File: src/rtl/pc_pkg.sv
// Shared definitions for the PC sequencer: next-PC select encodings and default constants.
package pc_pkg;

    typedef enum logic [1:0] {
        SEL_SEQ = 2'b00,
        SEL_BR  = 2'b01,
        SEL_JMP = 2'b10,
        SEL_RET = 2'b11
    } sel_e;

    localparam int unsigned DEF_STEP      = 4;
    localparam int unsigned DEF_RESET_VEC = 0;

    function automatic bit is_pow2(input int unsigned n);
        return (n != 0) && ((n & (n - 1)) == 0);
    endfunction

endpackage

File: src/rtl/pc_ras.sv
// Circular return-address stack with push, pop and same-cycle replace.
// Pushing while full overwrites the oldest entry and sets a sticky overflow flag.
module pc_ras
    import pc_pkg::*;
#(
    parameter int WIDTH = 32,
    parameter int DEPTH = 4
) (
    input  logic             clk,
    input  logic             rst,
    input  logic             en,
    input  logic             push,
    input  logic             pop,
    input  logic [WIDTH-1:0] push_data,
    output logic [WIDTH-1:0] top,
    output logic             empty,
    output logic             full,
    output logic             ovf
);

    localparam int PW = $clog2(DEPTH);

    logic [WIDTH-1:0] mem [DEPTH];
    logic [PW-1:0]    sp;
    logic [PW:0]      count;
    logic [PW-1:0]    top_idx;
    logic [PW-1:0]    wr_idx;
    logic             pop_ok;

    assign top_idx = sp - PW'(1);
    assign top     = mem[top_idx];
    assign empty   = (count == '0);
    assign full    = (count == (PW+1)'(DEPTH));
    assign pop_ok  = pop && !empty;

    // A replace writes over the current top; a plain push writes the next free slot.
    assign wr_idx  = pop_ok ? top_idx : sp;

    // NOTE: state registers use non-blocking assignments so every flop samples pre-edge values.
    always_ff @(posedge clk) begin
        if (!rst) begin
            sp    <= '0;
            count <= '0;
            ovf   <= 1'b0;
        end else if (en) begin
            if (push && !pop_ok) begin
                sp <= sp + PW'(1);
                if (full) begin
                    ovf <= 1'b1;
                end else begin
                    count <= count + (PW+1)'(1);
                end
            end else if (pop_ok && !push) begin
                sp    <= top_idx;
                count <= count - (PW+1)'(1);
            end
        end
    end

    // NOTE: entry storage carries no reset; validity is tracked by count alone.
    always_ff @(posedge clk) begin
        if (rst && en && push) begin
            mem[wr_idx] <= push_data;
        end
    end

endmodule

File: src/rtl/pc_seq_unit.sv
// Program-counter sequencer: sequential, branch, jump and return next-PC selection.
// Define PC_SEQ_RAS_EN to build the return-address stack; otherwise returns act as sequential.
module pc_seq_unit
    import pc_pkg::*;
#(
    parameter int               WIDTH     = 32,
    parameter int unsigned      STEP      = DEF_STEP,
    parameter logic [WIDTH-1:0] RESET_VEC = WIDTH'(DEF_RESET_VEC),
    parameter int               RAS_DEPTH = 4
) (
    input  logic             clk,
    input  logic             rst,
    input  logic             stall,
    input  logic [1:0]       sel,
    input  logic [WIDTH-1:0] offset,
    input  logic [WIDTH-1:0] target,
    input  logic             call,
    output logic [WIDTH-1:0] out,
    output logic [WIDTH-1:0] old_val,
    output logic             misalign,
    output logic             ras_empty,
    output logic             ras_full,
    output logic             ras_ovf
);

    if (RAS_DEPTH < 2 || !is_pow2(RAS_DEPTH)) begin : g_bad_depth
        $error("RAS_DEPTH must be a power of two and at least 2");
    end

    logic [WIDTH-1:0] seq_pc;
    logic [WIDTH-1:0] next_pc;
    logic [WIDTH-1:0] ras_top;
    logic             ret_hit;

    assign seq_pc   = out + WIDTH'(STEP);
    assign misalign = |out[1:0];

`ifdef PC_SEQ_RAS_EN
    logic is_ret;

    assign is_ret  = (sel_e'(sel) == SEL_RET);
    assign ret_hit = is_ret && !ras_empty;

    pc_ras #(
        .WIDTH (WIDTH),
        .DEPTH (RAS_DEPTH)
    ) u_ras (
        .clk       (clk),
        .rst       (rst),
        .en        (!stall),
        .push      (call),
        .pop       (is_ret),
        .push_data (seq_pc),
        .top       (ras_top),
        .empty     (ras_empty),
        .full      (ras_full),
        .ovf       (ras_ovf)
    );
`else
    logic unused_call;

    assign unused_call = call;
    assign ret_hit     = 1'b0;
    assign ras_top     = '0;
    assign ras_empty   = 1'b1;
    assign ras_full    = 1'b0;
    assign ras_ovf     = 1'b0;
`endif

    // NOTE: next_pc gets a default first so no path through the case can infer a latch.
    always_comb begin
        next_pc = seq_pc;
        case (sel_e'(sel))
            SEL_SEQ: next_pc = seq_pc;
            SEL_BR:  next_pc = out + offset;
            SEL_JMP: next_pc = target;
            SEL_RET: next_pc = ret_hit ? ras_top : seq_pc;
            default: next_pc = seq_pc;
        endcase
    end

    always_ff @(posedge clk) begin
        if (!rst) begin
            out     <= RESET_VEC;
            old_val <= RESET_VEC;
        end else if (!stall) begin
            old_val <= out;
            out     <= next_pc;
        end
    end

endmodule

File: config.mk
export PLATFORM = sky130hd
export DESIGN_NAME = pc_seq_unit
export DESIGN_NICKNAME = d
export VERILOG_FILES = /design/src/rtl/pc_pkg.sv /design/src/rtl/pc_ras.sv /design/src/rtl/pc_seq_unit.sv
export SDC_FILE = /design/constraint.sdc
export NUM_CORES = 1
export LEC_CHECK = 0
export BUFFER_PORTS_ARGS = -buffer_cell sky130_fd_sc_hd__buf_4
export CORE_MARGIN = 2
export CORE_UTILIZATION = 54
export DETAILED_ROUTE_END_ITERATION = 8
export PLACE_DENSITY = 0.92
export SLEW_MARGIN = 20
export SYNTH_ARGS = -nofsm -noshare
export SYNTH_HDL_FRONTEND = slang
export SYNTH_HIERARCHICAL = 1
export SYNTH_SLANG_ARGS = --single-unit
File: constraint.sdc
create_clock -name clk -period 3.3 [get_ports clk]
set_clock_uncertainty 0.15 [all_clocks]
set_input_delay 0.33 -clock clk [delete_from_list [all_inputs] [get_ports clk]]
set_output_delay 0.33 -clock clk [all_outputs]
set_load 0.01 [all_outputs]
# == Word-level counts from Yosys, hierarchy flattened ==
# Cells that the tools add are included.
# W data, S select, Z words.
# word_totals
reg_bits,64
latchBits,0
mem_bits_rw,0
romBits,0
inputBits,70
memories,0
# op_classes
add_sub_neg,2
multipliers,0
n_div,0
n_lt_le_gt_ge,0
n_eq_ne,3
shifts,0
n_mux,1
bitwise_logic,0
reduce_logical,3
# op_table
operator,n
$pmux W32 S3,1
$add A32 B3 Y32 const B,1
$add A32 B32 Y32,1
$eq A2 B2 Y1 const B,2
$reduce_or A2 Y1,2
$eq A2 B1 Y1 const B,1
$logic_not A2 Y1,1

# == Logic depth before layout (Yosys ltp) ==
# logic_depth
word_depth,3
depth_mapped,11
depth_no_buf,11

# == Least setup slack after synthesis ==
# No wires, ideal clock.
# synth_path
path_kind,register to register
from,register out[0]
to,register out[30]
setup_ns,0.133
arrival_ns,2.292
setup_slack_ns,0.726
stages_incl_launch_ff,12
path_buffers,0
cell_sequence,dfxtp_1 > ha_1 > inv_1 > fa_1 > nor2b_4 > o31ai_4 > a31oi_2 > o41ai_4 > o211a_2 > o21ai_1 > xnor2_1 > a21oi_1
# synth_between
elab_chain_len,2
# synth_rtl
element,line_no,rtl
from (decl),pc_seq_unit.sv:18,"output logic [WIDTH-1:0] out,"
from (signal assigned),pc_seq_unit.sv:88,out <= next_pc;
$add A32 B3 Y32 / $add A32 B32 Y32 (equally long branches),"pc_seq_unit.sv:35, pc_seq_unit.sv:75",
$pmux W32 S3 (*),pc_seq_unit.sv:73,case (sel_e'(sel))
# Mark *: on every way between the ends. The rest lies on a longest branch, timed or not.
# A chain may end at the register's enable or synchronous reset.

# == Worst setup path in the final report ==
# layout_path
from,register out[0]
to,register out[24]
# Same word-level chain as after synthesis.

==> results.py <==
metrics = {
    "status": {
        "outcome": "finished clean",
    },
    "detailed_routing": {
        "routedWlPerCell_um": 18.1,
        "drtIter0Drc": 454,
        "drt_first_pass_iters": 6,
        "ant_nets": 0,
        "viasPerCell": 6.19,
        "vias": 5637,
        "route.detailed.drc": 0,
        "drt_wl_total_um": 16500,
    },
    "global_routing": {
        "grt_pass1_vias": 5424,
        "grt_pass1_wl_um": 25800,
        "grt_max_degree": 65,
        "antenna_found_initial": 0,
        "grt_use_total_pct": 31.0,
        "globalRouteOverflowTotal": 0,
    },
    "synthesis": {
        "yosysMostFrequentCell": "a21oi_1",
        "syn_area_per_cell_sq_um": 7.96,
        "syn_inst": 660,
        "synth_ff_type": "dfxtp_1",
        "synth_seq_cells": 64,
        "yosysUniqueCellTypes": 76,
        "synth_warnings": 6,
        "ys_top_cells_by_count": "a21oi_1 (67), dfxtp_1 (64), nand2_1 (59)",
        "synth_top_area_cell": "dfxtp_1",
        "yosysSeqAreaShare_pct": 24.4,
        "yosys.area.top_type_share_pct": 24.4,
        "synth-edff-count": 0,
        "async_reset_ff_share_pct": 0,
        "synth_area_leaders": "dfxtp_1 (24%), ha_1 (8.1%), a21oi_1 (6.4%), mux2i_1 (6.3%), nor2b_1 (5.0%)",
        "syn_area_sq_mm": 0.00526,
    },
    "worst_setup_path": {
        "crit_path_end_kind": "flop",
        "critPathMaxStageDelay_ns": 0.41,
        "path_class": "reg -> reg",
        "r2r_slack_ns": 0.40,
        "cp.arrival_ns": 3.00,
        "start_kind": "flop",
        "crit_fanout": 5,
        "cp.required_ns": 3.40,
        "path_cells": "ha_1, inv_1, fa_1, nor2b_4, o31ai_4, a31oi_2, o41ai_4, o21ai_1, a211o_1, xor2_1, o211a_1",
        "critPathSlowestCell": "o41ai_4",
    },
    "pwr": {
        "ir_drop_v": 0.000230,
        "p_total_mw": 2.31,
        "p_leak_nw": 2.93,
        "powerDensity_mw_per_mm2": 356,
    },
    "clock_network": {
        "tritoncts": "yes",
        "post-cts-setup-buffers": 0,
        "cts_htree_levels": 3,
        "post_cts_resized": 0,
        "cts_sinks": 64,
        "clk-insertion-delay-late_ns": 0.36,
        "numCtsBuffers": 9,
        "cts_root_buf": "clkbuf_8",
        "cts_max_path_buffers": 2,
        "cts-hold-fix-buffers": 0,
        "clkTransAtPathRegs_ns": 0.07,
    },
    "sta": {
        "maxSlewHeadroom_pct": 42.2,
        "hold_viol": 0,
        "tightest_slew_ns": 0.867,
        "rsz0062_at_grt": "no",
        "setup_viol": 0,
        "fmax_mhz": 344,
        "drv_slew": 0,
        "layout_setup_ws_ns": 0.396,
        "finalCritPeriodShare_pct": 88.0,
        "period_needed_ns": 2.90,
        "setup_tns_ns": 0,
    },
    "finish": {
        "final_cells": 911,
        "nets": 878,
        "syn_to_final_growth_pct": 23.6,
        "n_antenna_cell": 0,
        "drive_gt1_share_pct": 22.5,
        "fin_util_pct": 67.7,
    },
    "run": {
        "drv_cap": 0,
    },
    "die": {
        "die_w_um": 103,
        "ios": 138,
        "num_rows": 36,
        "start_util_pct": 54.8,
        "core_region_area_sq_mm": 0.00959,
        "die_area_sq_mm": 0.0105,
        "die_h_um": 103,
    },
    "placed_design": {
        "dpl.cell_count": 895,
        "post-dp-hpwl_um": 12100,
        "port_buffers": 133,
        "place_congestion": 0.986,
        "dpl_worst_slack_ns": 0.350,
    },
    "worst_hold_path": {
        "min_path_type": "in -> reg",
    },
}
==> critical path, delay by kind of cell (launching register included) <==
kind | cells | cell delay [ns]
AOI/OAI and AO/OA | 6 | 1.53
adders and majority gates | 2 | 0.47
DFF | 1 | 0.34
xor gates and xnor gates | 1 | 0.15
buffers and inverters | 1 | 0.09
and+or+nand+nor | 1 | 0.07
==> kinds of logic after synthesis <==
| family | count (synthesis) | synth area share, % |
|---|---|---|
| buffers and inverters | 53 | 4.12 |
| adders and majority gates | 35 | 8.47 |
| other | 2 | 0.143 |
| AOI/OAI and AO/OA | 217 | 28.1 |
| and+or+nand+nor | 216 | 21.8 |
| xor gates and xnor gates | 40 | 6.66 |
| muxes | 33 | 6.28 |
| DFF | 64 | 24.4 |
==> final cells by class <==
cell class,count,area (sq um)
timing repair buffer,142,1070
clock inverter,5,32.5
clock buffer,11,141
multi-input combinational,544,3760
tap,133,166
fill,842,3100
inverter,12,45.0
sequential,64,1280
==> cell usage in the layout (no fill, tap or decap), types with 4 or more instances in the layout <==
cell type	n
a22oi_1	6
a221oi_1	9
nand3_1	18
xnor2_1	18
ha_1	34
and4_1	4
a21o_1	10
nand4_1	9
nand2_1	59
o211a_1	6
o21a_1	6
nor3_1	10
xor2_1	22
and2_1	4
nor2_1	32
nor2b_1	42
o211ai_1	9
mux2i_1	33
clkbuf_8	10
inv_1	11
o21bai_1	6
dfxtp_1	64
a21oi_1	67
and3_1	15
o21ai_1	22
buf_4	142
a211oi_1	12
o21ai_0	24
==> registers in the layout (all words and copies together), names as in the netlist <==
signal / count
out: 32
old_val: 32
==> layer usage <==
layer | share of wire [%] | global-route usage (%)
met5 | 0 | 0
met4 | 2.7 | 13.0
met3 | 9.3 | 5.56
met1 | 40 | 38.7
met2 | 48 | 52.6
==> per-stage QoR <==
stage	area (sq um)	hold WS, ns
3_5_place_dp	6320	0.365
5_1_grt	6490	0.210
4_1_cts	6490	0.175
3_3_place_gp	6320	0.350
2_1_floorplan	5260	0.387
6_report	6490	0.192
==> final timing paths <==
check,from,cells past startpoint,end
worst max-delay path,out[0]$_SDFFE_PN0P_,11,out[24]$_SDFFE_PN0N_
worst min-delay path,target[9],3,out[9]$_SDFFE_PN0N_
worst max register to register,out[0]$_SDFFE_PN0P_,11,out[24]$_SDFFE_PN0N_
worst min register to register,old_val[18]$_SDFFE_PN0N_,2,old_val[18]$_SDFFE_PN0N_
==> where the power goes <==
group / leakage [nW] / switching [mW] / internal [mW] / total, mW
Sequential: 0.524 / 0.0729 / 0.819 / 0.892
Clock: 0.0813 / 0.336 / 0.290 / 0.626
Combinational: 2.32 / 0.432 / 0.360 / 0.793
(Power assumes the default switching activity.)
